**src/rtl/pump_pkg.sv**
```systemverilog
// Shared types, key codes and playfield geometry for the pump weapon.
package pump_pkg;

   typedef enum logic [1:0] {
      UP    = 2'd0,
      DOWN  = 2'd1,
      RIGHT = 2'd2,
      LEFT  = 2'd3
   } pump_dir_t;

   typedef enum logic [1:0] {
      IDLE,
      EXTEND,
      ATTACHED,
      RETRACT
   } pump_state_t;

   localparam logic [7:0] KEY_SPACE = 8'd44;
   localparam logic [7:0] KEY_W     = 8'd26;
   localparam logic [7:0] KEY_S     = 8'd22;
   localparam logic [7:0] KEY_D     = 8'd7;
   localparam logic [7:0] KEY_A     = 8'd4;

   localparam int PLAY_W     = 512;
   localparam int PLAY_H     = 480;
   localparam int PUMP_REACH = 24;

   typedef struct packed {
      logic      ok;
      pump_dir_t dir;
   } fire_t;

   // Decide whether the pump fits on screen in the facing direction.
   function automatic fire_t fire_check(input logic [7:0] key,
                                        input logic [9:0] x,
                                        input logic [9:0] y);
      fire_t f;
      // NOTE: every field gets a value before the case so no path leaves it unassigned.
      f.ok  = 1'b0;
      f.dir = UP;
      case (key)
         KEY_W: begin
            f.ok  = (y > 10'(PUMP_REACH - 1));
            f.dir = UP;
         end
         KEY_S: begin
            f.ok  = (({1'b0, y} + 11'(PUMP_REACH)) < 11'(PLAY_H));
            f.dir = DOWN;
         end
         KEY_D: begin
            f.ok  = (({1'b0, x} + 11'(PUMP_REACH)) < 11'(PLAY_W));
            f.dir = RIGHT;
         end
         KEY_A: begin
            f.ok  = (x > 10'(PUMP_REACH - 1));
            f.dir = LEFT;
         end
         default: ;
      endcase
      return f;
   endfunction

endpackage

```
**src/rtl/rise_detect.sv**
```systemverilog
// Single-bit rising-edge detector: one history register and an AND.
module rise_detect (
   input  logic Clk,
   input  logic Reset,
   input  logic d,
   output logic rise
);

   logic d_q;

   // Remember last cycle's value of d.
   always_ff @(posedge Clk) begin
      // NOTE: registers are written with <= so every flop samples pre-edge values.
      if (Reset) d_q <= 1'b0;
      else       d_q <= d;
   end

   assign rise = d & ~d_q;

endmodule

```
**src/rtl/pump_ctrl.sv**
```systemverilog
// Pump weapon sequencer: extend, attach/inflate, retract, one step per frame tick.
module pump_ctrl
   import pump_pkg::*;
#(
   parameter int MAX_LEN        = 16,
   parameter int EXT_STEP       = 2,
   parameter int INFLATE_MAX    = 4,
   parameter int DEFLATE_FRAMES = 60
) (
   input  logic       Clk,
   input  logic       Reset,
   input  logic       frame_clk,
   input  logic [7:0] keycode,
   input  logic [7:0] last_key_press,
   input  logic [9:0] Ball_X_Loc,
   input  logic [9:0] Ball_Y_Loc,
   input  logic       enemy_hit,
   output logic       pump_active,
   output logic [1:0] pump_dir,
   output logic [4:0] pump_len,
   output logic [2:0] inflate_level,
   output logic       enemy_pop,
   output logic       player_freeze
);

   localparam int DC_W = $clog2(DEFLATE_FRAMES + 1);

   logic            frame_r;
   logic            tick;
   logic            space_now;
   logic            space_rise;
   logic            press_pend;
   logic            press_now;
   pump_state_t     state;
   logic [DC_W-1:0] defl_cnt;
   logic [DC_W-1:0] defl_inc;
   fire_t           fire;
   logic [5:0]      len_sum;
   logic [4:0]      len_inc;
   logic [4:0]      len_dec;
   logic [2:0]      lvl_inc;
   logic [2:0]      lvl_dec;

   // Bring frame_clk into the Clk domain before edge detection.
   always_ff @(posedge Clk) begin
      if (Reset) frame_r <= 1'b0;
      else       frame_r <= frame_clk;
   end

   rise_detect u_frame_rise (
      .Clk   (Clk),
      .Reset (Reset),
      .d     (frame_r),
      .rise  (tick)
   );

   assign space_now = (keycode == KEY_SPACE);

   rise_detect u_space_rise (
      .Clk   (Clk),
      .Reset (Reset),
      .d     (space_now),
      .rise  (space_rise)
   );

   // Hold a space press until the next tick consumes it.
   always_ff @(posedge Clk) begin
      if (Reset)           press_pend <= 1'b0;
      else if (tick)       press_pend <= 1'b0;
      else if (space_rise) press_pend <= 1'b1;
   end

   // A press landing on the tick cycle itself still counts for that tick.
   assign press_now = press_pend | space_rise;

   assign fire     = fire_check(last_key_press, Ball_X_Loc, Ball_Y_Loc);
   assign len_sum  = {1'b0, pump_len} + 6'(EXT_STEP);
   assign len_inc  = (len_sum > 6'(MAX_LEN)) ? 5'(MAX_LEN) : len_sum[4:0];
   assign len_dec  = (pump_len > 5'(EXT_STEP)) ? pump_len - 5'(EXT_STEP) : 5'd0;
   assign lvl_inc  = inflate_level + 3'd1;
   assign lvl_dec  = inflate_level - 3'd1;
   assign defl_inc = defl_cnt + DC_W'(1);

   // Pump state machine; all outputs are registered here.
   always_ff @(posedge Clk) begin
      if (Reset) begin
         state         <= IDLE;
         pump_active   <= 1'b0;
         player_freeze <= 1'b0;
         pump_dir      <= 2'd0;
         pump_len      <= 5'd0;
         inflate_level <= 3'd0;
         enemy_pop     <= 1'b0;
         defl_cnt      <= '0;
      end else begin
         enemy_pop <= 1'b0;
         if (tick) begin
            unique case (state)
               IDLE: begin
                  if (space_now && fire.ok) begin
                     state         <= EXTEND;
                     pump_dir      <= fire.dir;
                     pump_len      <= 5'd0;
                     pump_active   <= 1'b1;
                     player_freeze <= 1'b1;
                  end
               end
               EXTEND: begin
                  if (!space_now) begin
                     state <= RETRACT;
                  end else if (enemy_hit) begin
                     state         <= ATTACHED;
                     inflate_level <= 3'd1;
                     defl_cnt      <= '0;
                  end else if (pump_len == 5'(MAX_LEN)) begin
                     state <= RETRACT;
                  end else begin
                     pump_len <= len_inc;
                  end
               end
               ATTACHED: begin
                  if (!enemy_hit) begin
                     state         <= RETRACT;
                     inflate_level <= 3'd0;
                  end else if (press_now) begin
                     defl_cnt <= '0;
                     if (lvl_inc == 3'(INFLATE_MAX)) begin
                        enemy_pop     <= 1'b1;
                        inflate_level <= 3'd0;
                        state         <= RETRACT;
                     end else begin
                        inflate_level <= lvl_inc;
                     end
                  end else if (defl_inc == DC_W'(DEFLATE_FRAMES)) begin
                     defl_cnt      <= '0;
                     inflate_level <= lvl_dec;
                     if (lvl_dec == 3'd0) state <= RETRACT;
                  end else begin
                     defl_cnt <= defl_inc;
                  end
               end
               RETRACT: begin
                  pump_len <= len_dec;
                  if (len_dec == 5'd0) begin
                     state         <= IDLE;
                     pump_active   <= 1'b0;
                     player_freeze <= 1'b0;
                  end
               end
            endcase
         end
      end
   end

endmodule

```
**config.mk**
```make
export PLATFORM = sky130hd
export DESIGN_NAME = pump_ctrl
export DESIGN_NICKNAME = d
export VERILOG_FILES = /design/src/rtl/pump_pkg.sv /design/src/rtl/rise_detect.sv /design/src/rtl/pump_ctrl.sv
export SDC_FILE = /design/constraint.sdc
export NUM_CORES = 1
export LEC_CHECK = 0
export BUFFER_PORTS_ARGS = -buffer_cell sky130_fd_sc_hd__buf_4
export CAP_MARGIN = 20
export CORE_UTILIZATION = 51
export CTS_BUF_LIST = sky130_fd_sc_hd__clkbuf_16
export DETAILED_ROUTE_END_ITERATION = 6
export PLACE_DENSITY = 0.82
export SYNTH_ARGS = -nofsm -noshare
export SYNTH_HDL_FRONTEND = slang
export SYNTH_SLANG_ARGS = --single-unit
```
**constraint.sdc**
```tcl
create_clock -name Clk -period 3.1 [get_ports Clk]
set_clock_uncertainty 0.2 [all_clocks]
set_input_delay 0.465 -clock Clk [delete_from_list [all_inputs] [get_ports Clk]]
set_output_delay 0.465 -clock Clk [all_outputs]
set_load 0.005 [all_outputs]
```
======== Yosys cells after proc, flatten, opt, wreduce, memory -nomap -nowiden ========
Cells that the tools add are included.
operators by class
  add/sub/neg operators ................... 7
  order comparisons ....................... 6
  equal/unequal tests ..................... 22
  muxes and demuxes ....................... 36
  bitwise gates (word level) .............. 9
  reductions and logical operators ........ 15
operators by type and width
  cell                                                                             number
  5-bit 2-to-1 mux                                                                 6
  6-bit 2-to-1 mux                                                                 5
  10-bit by 5-bit adder with 11-bit output (second input constant)                 2
  10-bit by 5-bit > comparator with 1-bit output (second input constant)           2
  2-bit 2-to-1 mux                                                                 10
  3-bit 2-to-1 mux                                                                 6
  8-bit by 3-bit equality test with 1-bit output (second input constant)           2
  8-bit by 5-bit equality test with 1-bit output (second input constant)           2
  4-bit inequality test (second input constant)                                    4
  5-bit case mux with 3 select lines                                               1
  2-bit inequality test (second input constant)                                    7
  3-bit case mux with 4 select lines                                               1
  6-bit case mux with 2 select lines                                               1
  11-bit by 10-bit less-than comparator with 1-bit output (second input constant)  1
  11-bit by 9-bit less-than comparator with 1-bit output (second input constant)   1
  5-bit AND reduction                                                              2
  8-bit by 6-bit equality test with 1-bit output (second input constant)           1
  2-bit case mux with 4 select lines                                               1
  7-bit AND reduction                                                              1
  5-bit by 2-bit adder with 6-bit output (second input constant)                   1
  6-bit by 1-bit adder with 6-bit output (second input constant)                   1
  6-bit equality test (second input constant)                                      1
  6-bit by 5-bit > comparator with 1-bit output (second input constant)            1
  1-bit inverter                                                                   6
  other kinds (24)                                                                 29
storage, ports and cells
  flip-flop bits (word level) ............. 24
  bits of input ports ..................... 40
  output and inout bits ................... 13
  word-level logic and storage cells ...... 106

======== Logic depth before layout (Yosys ltp) ========
  depth after elaboration ................. 7
  mapped depth ............................ 9
  gate-level depth less buffers ........... 8

======== By module ========
A second synthesis with hierarchy kept.
second synthesis, totals
  cell total of the unflattened synthesis .. 221
  area total of the unflattened synthesis .. 1,774.2 µm²
by module, submodules not included
  module       times used  cells each  area each (µm²)  seq. area each (µm²)
  pump_ctrl    1           215         1,679.1          440.4
  rise_detect  2           3           47.5             20.0

======== Worst setup path before layout ========
OpenSTA, ideal clock, no wires.
  path type ............................... input to register
  from .................................... in last_key_press[0]
  to ...................................... reg state[0]
  library setup time ...................... 0.086 ns
  data arrival time ....................... 2.482 ns
  data required time ...................... 2.814 ns
  slack ................................... 0.332 ns
  stages on the path ...................... 6
  path buffers ............................ 0
  cell sequence ........................... or4_1 > or4b_4 > o21ai_2 > nor3_2 > or4_4 > a221oi_2
between the ends
  cells in the longest elaborated chain, start to end .. 5
  elaborated cells on any way between the ends .. 8
  classes of those cells .................. eq/ne (5); mux (1); reduce/logical (2)
RTL lines
  element                                                                                                                  line              source
  from (decl)                                                                                                              pump_ctrl.sv:14   input logic [7:0] last_key_press,
  8-bit by 3-bit equality test with 1-bit output / 8-bit by 5-bit equality test with 1-bit output (equally long branches)  pump_pkg.sv:41    case (key)
  3-bit case mux with 4 select lines *                                                                                     pump_pkg.sv:41
  1-bit logical AND *                                                                                                      pump_ctrl.sv:100  if (space_now && fire.ok) begin
  2-bit inequality test (no line) *                                                                                        --
  7-bit AND reduction (no line) *                                                                                          --
  to (signal assigned)                                                                                                     pump_ctrl.sv:101  state <= EXTEND;
  to (signal assigned)                                                                                                     pump_ctrl.sv:110  state <= RETRACT;
  to (signal assigned)                                                                                                     pump_ctrl.sv:112  state <= ATTACHED;
  to (decl)                                                                                                                pump_ctrl.sv:34   pump_state_t state;
Mark *: on every way between the ends. The rest lies on a longest branch, timed or not.
A chain may end at the register's enable or synchronous reset.

======== Worst setup path after layout ========
Same ends and word-level chain as after synthesis.

==> results.sh <==
export IMPL_hold_path_startpoint="frame_clk"
export IMPL_placementRows=20
export IMPL_final_cell_area_um2=2270
export IMPL_max_cap_viol_count=0
export IMPL_rsz0062_at_grt="no"
export IMPL_diodes=0
export IMPL_cts_buffer_depth=2
export IMPL_min_period_ns=2.74
export IMPL_dpl_hpwl_mm=3.25
export IMPL_gp_congestion=0.838
export IMPL_postSynthAreaPerCell_um2=8.05
export IMPL_grt_pass1_vias=1719
export IMPL_max_vdd_ir_drop_uv=205
export IMPL_drc=0
export IMPL_cts_sinks=24
export IMPL_post_cts_buffers=0
export IMPL_maxSlewViolCount=0
export IMPL_critPathKind="in2reg"
export IMPL_io_buffers=46
export IMPL_setup_viol=0
export IMPL_async_reset_ff_frac=0
export IMPL_cts_root_buffer_cell="clkbuf_16"
export IMPL_ys_seq_area_frac=0.274
export IMPL_cp_required_ns=3.07
export IMPL_worstPathMaxFanout=4
export IMPL_regToRegSetupSlack_ns=0.65
export IMPL_ys_ff_latch=24
export IMPL_wl_per_cell_um=13.8
export IMPL_hold_violations=0
export IMPL_ys_top_cells_by_count="dfxtp_1, nand2_1, nor2_1, inv_1, ha_1"
export IMPL_dr_pass1_iters=4
export IMPL_post_route_util=0.719
export IMPL_avgViaCountPerCell=5.74
export IMPL_netlist_area_um2=1750
export IMPL_grt_remaining_overflow=0
export IMPL_final_nets=321
export IMPL_p_leak_nw=0.882
export IMPL_grt_max_degree=25
export IMPL_status="finished clean"
export IMPL_yosys_area_top_type_share=0.274
export IMPL_cts_repair_resized=0
export IMPL_switching_share=0.182
export IMPL_clkPwrFrac=0.495
export IMPL_dieArea_um2=3680
export IMPL_start_util=0.556
export IMPL_switchingPower_uw=134
export IMPL_worst_setup_path_start_kind="input pin"
export IMPL_antenna_found_initial=0
export IMPL_die_w_um=60.6
export IMPL_htreeDepth=1
export IMPL_cts_clk_slew_worst_paths_ns=0.06
export IMPL_syn_nets=271
export IMPL_fmax_ghz=0.365
export IMPL_ys_warn_count=0
export IMPL_synth_area_leaders="dfxtp_1, ha_1, nand2_1, nor2_1, inv_1"
export IMPL_drive_gt1_frac=0.247
export IMPL_power_uw=736
export IMPL_internal_power_uw=602
export IMPL_cts_tree="built"
export IMPL_power_frac_comb=0.083
export IMPL_clock_latency_ns=0.26
export IMPL_min_period_over_period=0.884
export IMPL_vias=1784
export IMPL_fin_setup_tns_ns=0
export IMPL_numCtsBuffers=3
export IMPL_synth_edf_count=0
export IMPL_p_seq_frac=0.421
export IMPL_yosysMostFrequentCell="dfxtp_1"
export IMPL_die_h_um=60.6
export IMPL_area_growth_syn_to_layout_pct=29.2
export IMPL_core_area_um2=3150
export IMPL_power_per_cell_area_nw_per_um2=325
export IMPL_antenna_left=0
export IMPL_dp_cells=307
export IMPL_drt_iter0_drc=87
export IMPL_pin_count=53
export IMPL_crit_reg2reg_capture="state[0]"
export IMPL_reg2reg_from="pump_len[1]"
export IMPL_slew_headroom=0.473
export IMPL_track_usage=0.255
export IMPL_synth_main_ff_cell="dfxtp_1"
export IMPL_yosysTopAreaCell="dfxtp_1"
export IMPL_layout_cells_non_filler=311
export IMPL_min_delay_worst_endpoint="frame_r"
export IMPL_ctsHoldBuffers=0
export IMPL_yosysUniqueCellTypes=57
export IMPL_wirelength_mm=4.28
export IMPL_worstHoldPathType="in2reg"
export IMPL_r2r_cells=8
export IMPL_critPathArrivalTime_ns=2.71
export IMPL_synth_cells=218
export IMPL_tightest_slew_ns=0.783
export IMPL_dpl_cell_area_um2=2160
export IMPL_grt_pass1_wl_mm=7.16
export IMPL_hold_depth=2
export IMPL_end_kind="register"
## state kept, by name (all words and copies together) (netlist names)
signal,cells
defl_cnt,6
inflate_level,3
press_pend,1
state,2
player_freeze,1
frame_r,1
u_space_rise.d_q,1
pump_dir,2
enemy_pop,1
pump_len,5
u_frame_rise.d_q,1
## worst max-delay path by stage
stage	start	slack, ns	to	cells past startpoint
6_report	last_key_press[0]	0.36	state[0]	7
5_1_grt	last_key_press[0]	0.28	state[0]	7
4_1_cts	last_key_press[0]	0.38	state[0]	7
3_5_place_dp	last_key_press[0]	0.13	state[0]	7
3_3_place_gp	last_key_press[0]	0.16	state[0]	7
2_1_floorplan	last_key_press[0]	0.33	state[0]	6
## kinds of logic after synthesis
group,share of synthesized area
flip-flops,0.274
AND/OR/NAND/NOR,0.310
multiplexers,0.0285
AO/OA/AOI/OAI,0.241
buffers and inverters,0.0492
adder cells (fa/ha/maj),0.0927
XOR/XNOR,0.00499
## cells in the final DEF (no fill, tap or decap), types with 3 or more instances in the layout
cell type  synthesis  routed
buf_4              1      50
dfxtp_1           24      24
nand2_1           18      18
nor2_1            18      18
inv_1             17      17
ha_1              13      13
o21ai_0           11      11
a21oi_1           10      10
nor2b_1            8       8
nand3_1            7       7
nor3_1             5       5
mux2i_1            5       5
nor4_1             4       4
or3_1              4       4
and3_1             4       4
a31oi_1            3       3
a211oi_1           3       3
nor3b_1            3       3
a21o_1             3       3
a211o_1            3       3
a22oi_1            3       3
clkbuf_16          0       3
## layer usage
metal / routed length (µm) / GRT usage / vias up
met3: 140 / 0.0320 / 7
met4: 53 / 0.0877 / 0
li1: - / - / 914
met2: 2060 / 0.447 / 44
met1: 2020 / 0.323 / 819
met5: 0 / 0 / -
## power groups by stage
| stage | Clock (mW) | Combinational [mW] | Sequential (mW) |
|---|---|---|---|
| 6_report | 0.365 | 0.0613 | 0.310 |
| 2_1_floorplan | 0 | 0.0190 | 0.317 |
| 3_5_place_dp | 0 | 0.0608 | 0.317 |
| 5_1_grt | 0.381 | 0.0672 | 0.310 |
| 3_3_place_gp | 0 | 0.0599 | 0.317 |
| 4_1_cts | 0.373 | 0.0611 | 0.310 |
## per-stage QoR
| step | setup WS [ns] | hold slack (ns) |
|---|---|---|
| after floorplan | 0.332 | 0.230 |
| after global placement | 0.159 | 0.241 |
| after detailed placement | 0.135 | 0.254 |
| after CTS | 0.376 | 0.215 |
| after global routing | 0.280 | 0.228 |
| final | 0.359 | 0.217 |
## layout make-up
cell class	count	area (µm²)
clock buffers	3	75.1
multi-input cells	172	1190
clock inverters	1	30.0
flip-flops and latches	24	480
well taps	44	55.1
repair buffers	50	375
inverters	17	63.8
fillers	280	886
## critical path: stages
cell and delay, ns:
buf_4 0.11, or4_1 0.56, or4b_4 0.55, o21ai_2 0.19
nor3_2 0.08, or4_4 0.54, a221oi_2 0.21
Power figures use the tool's default switching activity.
